**config.mk**
```make
export PLATFORM = sky130hd
export DESIGN_NAME = hs_deserializer
export DESIGN_NICKNAME = d
export VERILOG_FILES = /design/src/rtl/hs_deserializer.sv
export SDC_FILE = /design/constraint.sdc
export NUM_CORES = 1
export LEC_CHECK = 0
export BUFFER_PORTS_ARGS = -buffer_cell sky130_fd_sc_hd__clkbuf_2
export CORE_MARGIN = 2
export CORE_UTILIZATION = 45
export CTS_CLUSTER_DIAMETER = 120
export DETAILED_ROUTE_END_ITERATION = 16
export GPL_TIMING_DRIVEN = 0
export PLACE_DENSITY_LB_ADDON = 0.12
export SLEW_MARGIN = 20
export SYNTH_ARGS = -nofsm -noshare
export SYNTH_HDL_FRONTEND = slang
export SYNTH_SLANG_ARGS = --single-unit
```
**constraint.sdc**
```tcl
create_clock -name RX_DDR_clk -period 1.3 [get_ports RX_DDR_clk]
set_clock_uncertainty 0.1 [all_clocks]
set_input_delay 0.13 -clock RX_DDR_clk [delete_from_list [all_inputs] [get_ports RX_DDR_clk]]
set_output_delay 0.13 -clock RX_DDR_clk [all_outputs]
set_load 0.01 [all_outputs]
```
**src/rtl/hs_deserializer.sv**
```systemverilog
// ---------------------------------------------------------------------------
// hs_deserializer
//
// Receive-side HS deserializer for a D-PHY data lane. It takes two serial
// bits per RX_DDR_clk rising edge and hunts for the HS sync byte at either
// bit offset. Once locked, it assembles LSB-first bytes and delivers one
// byte every 4 cycles with a one-cycle valid strobe.
//
// Optional feature (macro RX_SYNC_ERR_EN):
//   defined   - HUNT also accepts a window one bit away from SYNC_WORD.
//               Such a lock pulses ErrSotHS together with SyncHS.
//   undefined - exact sync match only; ErrSotHS is tied low.
//
// Parameters:
//   SYNC_WORD      HS sync byte, sent LSB first (default 8'hB8)
//   HUNT_TIMEOUT   HUNT cycles without a match before ErrSyncTimeout pulses;
//                  0 disables the timeout
//
// Ports:
//   RX_DDR_clk      in   sampling clock, two bits per rising edge
//   RX_rst_n        in   asynchronous active-low reset
//   Enable          in   HS receive enable; low forces IDLE
//   Serial_B1       in   earlier bit of the pair (bit 2k)
//   Serial_B2       in   later bit of the pair (bit 2k+1)
//   RX_BYTE_DATA    out  assembled byte, LSB = first received bit
//   RX_BYTE_valid   out  one-cycle strobe, RX_BYTE_DATA valid this cycle
//   SyncHS          out  one-cycle pulse when lock is achieved
//   RX_locked       out  high while locked
//   ErrSotHS        out  one-cycle pulse when sync was accepted with a 1-bit error
//   ErrSyncTimeout  out  one-cycle pulse on hunt timeout
// ---------------------------------------------------------------------------
module hs_deserializer #(
  parameter logic [7:0] SYNC_WORD    = 8'hB8,
  parameter int         HUNT_TIMEOUT = 64
) (
  input  logic       RX_DDR_clk,
  input  logic       RX_rst_n,
  input  logic       Enable,
  input  logic       Serial_B1,
  input  logic       Serial_B2,
  output logic [7:0] RX_BYTE_DATA,
  output logic       RX_BYTE_valid,
  output logic       SyncHS,
  output logic       RX_locked,
  output logic       ErrSotHS,
  output logic       ErrSyncTimeout
);

  localparam logic [1:0] ST_IDLE   = 2'd0;
  localparam logic [1:0] ST_HUNT   = 2'd1;
  localparam logic [1:0] ST_LOCKED = 2'd2;

  // Hunt counter is sized to hold HUNT_TIMEOUT-1, the value on which the
  // timeout fires.
  localparam int HCW = (HUNT_TIMEOUT > 1) ? $clog2(HUNT_TIMEOUT) : 1;
  localparam logic [HCW-1:0] HUNT_LAST =
    HCW'((HUNT_TIMEOUT > 0) ? HUNT_TIMEOUT - 1 : 0);

  logic [1:0]     state;
  logic           align;
  logic [1:0]     pair_cnt;
  logic [HCW-1:0] hunt_cnt;
  logic           byte_pend;

  // Bit history, newest bit in [9]. Bit 0 of the conceptual 10-bit history
  // never falls inside either window, so it is not stored.
  logic [9:1]     hist;
  logic [9:1]     hist_shift;

  logic [7:0]     win_even;
  logic [7:0]     win_odd;
  logic [7:0]     win_sel;
  logic           exact_even;
  logic           exact_odd;
  logic           sync_hit;
  logic           sync_align;
  logic           sync_soft;
  logic           timeout_hit;
  logic           byte_done;

  assign hist_shift = {Serial_B2, Serial_B1, hist[9:3]};

  // Even window ends on the B2 bit of the latest pair, odd window on B1.
  assign win_even = hist[9:2];
  assign win_odd  = hist[8:1];
  assign win_sel  = align ? win_odd : win_even;

  assign exact_even = (win_even == SYNC_WORD);
  assign exact_odd  = (win_odd  == SYNC_WORD);

`ifdef RX_SYNC_ERR_EN
  logic near_even;
  logic near_odd;

  // True when exactly one bit of x is set, i.e. Hamming distance 1.
  function automatic logic one_bit_set(input logic [7:0] x);
    return (x != 8'd0) && ((x & (x - 8'd1)) == 8'd0);
  endfunction

  assign near_even = one_bit_set(win_even ^ SYNC_WORD);
  assign near_odd  = one_bit_set(win_odd  ^ SYNC_WORD);
`endif

  // Sync detection priority: exact matches beat 1-bit matches, and within
  // a class the even offset beats the odd one.
  always_comb begin
    sync_hit   = 1'b0;
    sync_align = 1'b0;
    sync_soft  = 1'b0;
    if (exact_even) begin
      sync_hit = 1'b1;
    end else if (exact_odd) begin
      sync_hit   = 1'b1;
      sync_align = 1'b1;
`ifdef RX_SYNC_ERR_EN
    end else if (near_even) begin
      sync_hit  = 1'b1;
      sync_soft = 1'b1;
    end else if (near_odd) begin
      sync_hit   = 1'b1;
      sync_align = 1'b1;
      sync_soft  = 1'b1;
`endif
    end
  end

  assign timeout_hit = (HUNT_TIMEOUT != 0) && (hunt_cnt == HUNT_LAST);
  assign byte_done   = (state == ST_LOCKED) && (pair_cnt == 2'd3);
  assign RX_locked   = (state == ST_LOCKED);

  // Main state register and latched alignment. A match found while hunting
  // locks immediately; only Enable falling leaves LOCKED.
  always_ff @(posedge RX_DDR_clk or negedge RX_rst_n) begin
    if (!RX_rst_n) begin
      state <= ST_IDLE;
      align <= 1'b0;
    end else if (!Enable) begin
      state <= ST_IDLE;
      align <= 1'b0;
    end else begin
      case (state)
        ST_IDLE: state <= ST_HUNT;
        ST_HUNT: begin
          if (sync_hit) begin
            state <= ST_LOCKED;
            align <= sync_align;
          end
        end
        ST_LOCKED: state <= ST_LOCKED;
        default: state <= ST_IDLE;
      endcase
    end
  end

  // History shift register. It is cleared while idle so that hunting always
  // starts from a clean slate.
  always_ff @(posedge RX_DDR_clk or negedge RX_rst_n) begin
    if (!RX_rst_n) begin
      hist <= '0;
    end else if (!Enable || (state == ST_IDLE)) begin
      hist <= '0;
    end else begin
      hist <= hist_shift;
    end
  end

  // Pair counter (byte phase while locked) and hunt timeout counter. A sync
  // match takes precedence over a timeout falling in the same cycle.
  always_ff @(posedge RX_DDR_clk or negedge RX_rst_n) begin
    if (!RX_rst_n) begin
      pair_cnt <= 2'd0;
      hunt_cnt <= '0;
    end else if (!Enable) begin
      pair_cnt <= 2'd0;
      hunt_cnt <= '0;
    end else begin
      case (state)
        ST_HUNT: begin
          pair_cnt <= 2'd0;
          if (sync_hit || timeout_hit) begin
            hunt_cnt <= '0;
          end else begin
            hunt_cnt <= hunt_cnt + 1'b1;
          end
        end
        ST_LOCKED: begin
          pair_cnt <= pair_cnt + 2'd1;
          hunt_cnt <= '0;
        end
        default: begin
          pair_cnt <= 2'd0;
          hunt_cnt <= '0;
        end
      endcase
    end
  end

  // Status pulses. All are one cycle wide and are suppressed as soon as
  // Enable drops.
  always_ff @(posedge RX_DDR_clk or negedge RX_rst_n) begin
    if (!RX_rst_n) begin
      SyncHS         <= 1'b0;
      ErrSotHS       <= 1'b0;
      ErrSyncTimeout <= 1'b0;
    end else begin
      SyncHS         <= Enable && (state == ST_HUNT) && sync_hit;
      ErrSotHS       <= Enable && (state == ST_HUNT) && sync_hit && sync_soft;
      ErrSyncTimeout <= Enable && (state == ST_HUNT) && !sync_hit && timeout_hit;
    end
  end

  // Byte output. The window is captured on the 3->0 wrap of the pair
  // counter and the strobe follows one cycle later, so the data register is
  // already stable when the strobe is seen. The data register holds its last
  // value across disable; only reset clears it.
  always_ff @(posedge RX_DDR_clk or negedge RX_rst_n) begin
    if (!RX_rst_n) begin
      RX_BYTE_DATA  <= 8'd0;
      byte_pend     <= 1'b0;
      RX_BYTE_valid <= 1'b0;
    end else if (!Enable) begin
      byte_pend     <= 1'b0;
      RX_BYTE_valid <= 1'b0;
    end else begin
      byte_pend     <= byte_done;
      RX_BYTE_valid <= byte_pend;
      if (byte_done) begin
        RX_BYTE_DATA <= win_sel;
      end
    end
  end

endmodule
```
Word level (Yosys, flattened, before mapping)
Cells that the tools add are included.
{"block": "totals", "in_bits": 5, "register_bits": 32}
{"block": "op_classes", "addsub": 2, "n_reduce_logical": 12, "n_eq_ne": 9, "mux": 18}
{"cell": "$mux W6", "n": 3}
{"cell": "$eq A8 B8 Y1 const B", "n": 2}
{"cell": "$mux W9", "n": 1}
{"cell": "$mux W1", "n": 8}
{"cell": "$mux W2", "n": 4}
{"cell": "$mux W8", "n": 1}
{"cell": "$add A6 B1 Y6 const B", "n": 1}
{"cell": "$eq A6 B6 Y1 const B", "n": 1}
{"cell": "$pmux W2 S3", "n": 1}
{"cell": "$logic_and A1 B1 Y1", "n": 5}
{"cell": "$eq A2 B2 Y1 const B", "n": 2}
{"cell": "$ne A2 B1 Y1 const B", "n": 2}
{"cell": "$reduce_and A2 Y1", "n": 2}
{"cell": "$ne A3 B3 Y1 const B", "n": 1}
{"cell": "$add A2 B1 Y2 const B", "n": 1}
{"cell": "$eq A2 B1 Y1 const B", "n": 1}
{"cell": "$logic_not A1 Y1", "n": 2}
{"cell": "$logic_not A2 Y1", "n": 1}
{"cell": "$logic_or A1 B1 Y1", "n": 2}

Longest topological paths before layout
{"block": "depth", "depth_word": 7, "depth_mapped": 6, "depth_no_buf": 5}

Worst setup path before layout
Ideal clock, no wire load.
{"block": "synth_timing", "kind": "register -> register", "startpoint": "register state[0]", "endpoint": "register RX_BYTE_DATA[0]", "setup_slack_ns": -0.151, "n_path_buf": 1, "required_ns": 1.069, "t_arrival_ns": 1.221, "stages_incl_launch_ff": 7, "path_cell_list": "dfrtp_1 > inv_1 > ha_1 > nand3_1 > clkbuf_1 > nand2_1 > o21ai_0"}
{"block": "synth_via", "elab_chain_cells": 3}
{"item": "start, declared", "line": "59", "rtl": "logic [1:0] state;"}
{"item": "start signal, assigned", "line": "135", "rtl": "state <= ST_IDLE;"}
{"item": "start signal, assigned", "line": "138", "rtl": "state <= ST_IDLE;"}
{"item": "start signal, assigned", "line": "142", "rtl": "ST_IDLE: state <= ST_HUNT;"}
{"item": "$eq A2 B2 Y1"}
{"item": "net RX_locked", "line": "44", "rtl": "output logic RX_locked,"}
{"item": "$logic_and A1 B1 Y1", "line": "128", "rtl": "assign byte_done = (state == ST_LOCKED) && (pair_cnt == 2'd3);"}
{"item": "$reduce_and A2 Y1 (no source line)"}
{"item": "end signal, assigned", "line": "228", "rtl": "RX_BYTE_DATA <= win_sel;"}
{"item": "end, declared", "line": "41", "rtl": "output logic [7:0] RX_BYTE_DATA,"}
The timed path passes the listed nets, and every way through them passes these cells.
A chain may end at the register's enable or synchronous reset.

Worst setup path in the final report
{"block": "layout_timing", "startpoint": "register state[0]", "endpoint": "register state[0]"}
{"block": "layout_via", "elab_chain_cells": 3, "word_cells_on_any_way": 6, "classes_between": "eq/ne (3); mux (2); reduce/logical (1)"}
{"item": "$eq A2 B2 Y1, or another cell as far along", "line": "141", "rtl": "case (state)"}
{"item": "$pmux W2 S3", "line": "141"}
{"item": "$mux W2", "line": "137", "rtl": "end else if (!Enable) begin"}
Several ways; a longest one is shown, not always the timed one.

==> out/metrics.cfg <==
[detailed_routing]
drt-total-wl_mm=3.03
drt-pass1-iter-count=4
drt-wirelength-per-cell_um=14.2
routed_via_density=5.14
post-route-drc-count=0
vias=1099
drt_iter0_drc=28
ant_nets=0

[final_layout]
num-fill-cells=229
final_cells=214
finalNetCount=179
diodes=0
drive_gt1_frac=0.506
register_area_um2=807
multi_input_area_um2=805
post-route-util=0.676
area_growth_syn_to_layout_pct=42.7

[global_routing]
grt_max_degree=33
grt_pass1_vias=1010
antenna_found_initial=0
grt_overflow_total=0
use_met3=0.0640
grt-busiest-layer=met2
grt_pass1_wl_mm=4.62
met2_usage=0.293
grt_util_met1=0.219
grtUsageTotal=0.179

[clock_tree]
clkTransAtPathRegs_ns=0.09
cts_tree=built
clockRootBuffer=clkbuf_4
clkLatencyLatePin_ns=0.32
cts_buffers=5
htree_levels=2
cts.path.max_buffers=2
cts_sinks=32

[sta]
slew_headroom=0.481
final.setup.worst_slack_ns=-0.0516
period_minus_slack_ns=1.35
fin_tns_setup_ns=-0.136
hold_violations=0
rsz0062_at_grt=yes
max_freq_mhz=740
slew_violations=0
finalCritPeriodShare=1.04
tightest_slew_ns=0.778
setup_viol=7

[synth]
synth_cells=124
synth_area_leaders=dfrtp_1 55%, mux2i_1 5.5%, and2_1 4.3%
yosys_warnings=0
synthesis.area_um2=1460
synth_top_area_frac=0.549
syn-mean-instance-area_um2=11.8
synth-seq-cells=32
ys_seq_area_frac=0.549
synth.most_common_cell=dfrtp_1
synthArstFlopShare=1.00
syn_nets=134
synth-main-ff-cell=dfrtp_1
ys_types=36
synth_edf_count=0
synth_top_area_cell=dfrtp_1
synthTopCellsByCount=32 x dfrtp_1, 12 x nand2_1, 10 x and2_1

[die]
pin_count=18
initial_core_util=0.474
die_w_um=60.9
dieArea_um2=3710
coreArea_um2=3080
die_h_um=60.9
num_rows=20

[critical_path]
r2r_setup_slack_ns=-0.05
crit_path_max_fanout=4
timing.rr.end=state[0]
critPathKind=reg2reg
required_ns=1.40
crit_buf_inv=1
worst_path_max_delay_cell=dfrtp_1
path_cells=buf_6 -> ha_4 -> and3_4 -> a32oi_2 -> nand3_1
critical_path_arrival_ns=1.45
r2r_cells=5
crit_family=flip-flops
crit_path_end_kind=register
critPathMaxStageDelay_ns=0.41
r2r_start=state[0]
start_kind=register

[flow_run]
drv_cap=0

[place]
dp_hpwl_mm=1.85
place_ws_ns=-0.177
placed_cells=184
gp_congestion=0.739
portBuffers=16

[worst_hold_path]
min_to=ErrSyncTimeout
min_path_cells=3
hp-start=Enable
worst_hold_path_type=in2reg

[power]
finalPower_mw=2.39
p_per_area_nw_per_um2=1150
p_leak_nw=0.903
peakVddDrop_mv=0.655

[outcome]
violations=setup timing
status=finished with violations

[cell type report]
cell class / instances / area share
Buffer: 4 / 0.0156
Clock buffer: 8 / 0.0282
Inverter: 4 / 0.00721
Multi-Input combinational cell: 85 / 0.386
Sequential cell: 32 / 0.388
Tap cell: 44 / 0.0264
Timing Repair Buffer: 37 / 0.148
[worst max path at each step]
stage,from,to,cells after the start
2_1_floorplan,state[0],RX_BYTE_DATA[0],6
3_3_place_gp,state[1],hunt_cnt[1],5
3_5_place_dp,state[0],RX_BYTE_DATA[3],6
4_1_cts,state[0],state[0],5
5_1_grt,hist[4],state[1],4
6_report,state[0],state[0],5
[cell usage in the layout, fill, tap and decap left out, drive strengths merged]
master,n
mux2i,8
o21ai,9
nor3,4
a21oi,1
dfrtp,32
nand4bb,3
nor4,1
a311oi,1
o21bai,1
or3,1
clkbuf,24
o2111ai,2
dlygate4sd3,3
nand2,12
nor2,3
nor2b,1
ha,5
buf,22
nor3b,1
and2,10
nand3,8
and4bb,3
conb,1
xnor2,1
a31oi,1
a211oi,1
a32oi,2
inv,4
and3,3
xor2,2
[tightest hold or removal path, stage by stage]
cell	delay (ns)
clkbuf_2	0.13
nand2_4	0.11
nor4_2	0.05
[sequential cells by signal, summed over array words and instances (netlist names)]
| name | cells |
|---|---|
| state | 2 |
| SyncHS | 1 |
| pair_cnt | 2 |
| byte_pend | 1 |
| RX_BYTE_valid | 1 |
| RX_BYTE_DATA | 8 |
| ErrSyncTimeout | 1 |
| hist | 9 |
| hunt_cnt | 6 |
| align | 1 |
[cells by family after synthesis]
kind of cell,after synthesis,share of synthesized area
compound gates,18,0.0901
xor+xnor,3,0.0180
fa+ha+maj,5,0.0429
buf+inv,8,0.0249
flops,32,0.549
mux,8,0.0549
other cells,1,0.00257
simple gates,49,0.218
[metrics by stage]
step	cell area, um2	hold WS [ns]
floorplan	1480	-0.266
global placement	1610	0.130
detailed placement	1610	0.146
CTS	1900	0.0332
global route	2080	0.0300
finish	2080	0.0383
[routing by layer]
metal	share of wire	up-vias	wire length, um
li1	-	532	-
met1	0.45	538	1370
met2	0.49	21	1490
met3	0.034	8	104
met4	0.020	0	62
met5	0	-	0
[power breakdown]
group	leakage (nW)	internal, mW	switching [mW]
registers	0.435	1.06	0.0642
clock network	0.0326	0.267	0.311
logic	0.436	0.353	0.335
[what timing repair did]
action                                  in CTS  in global routing
cloned                                       0                  2
resized for setup                           22                 32
endpoints found under the hold margin       34                  0
hold buffers                                 3                  0
endpoints found under the setup margin      30                 29
pin swaps                                   10                 16
buffers inserted                            12                  5
No activity file was read; power rests on OpenSTA's default activity.
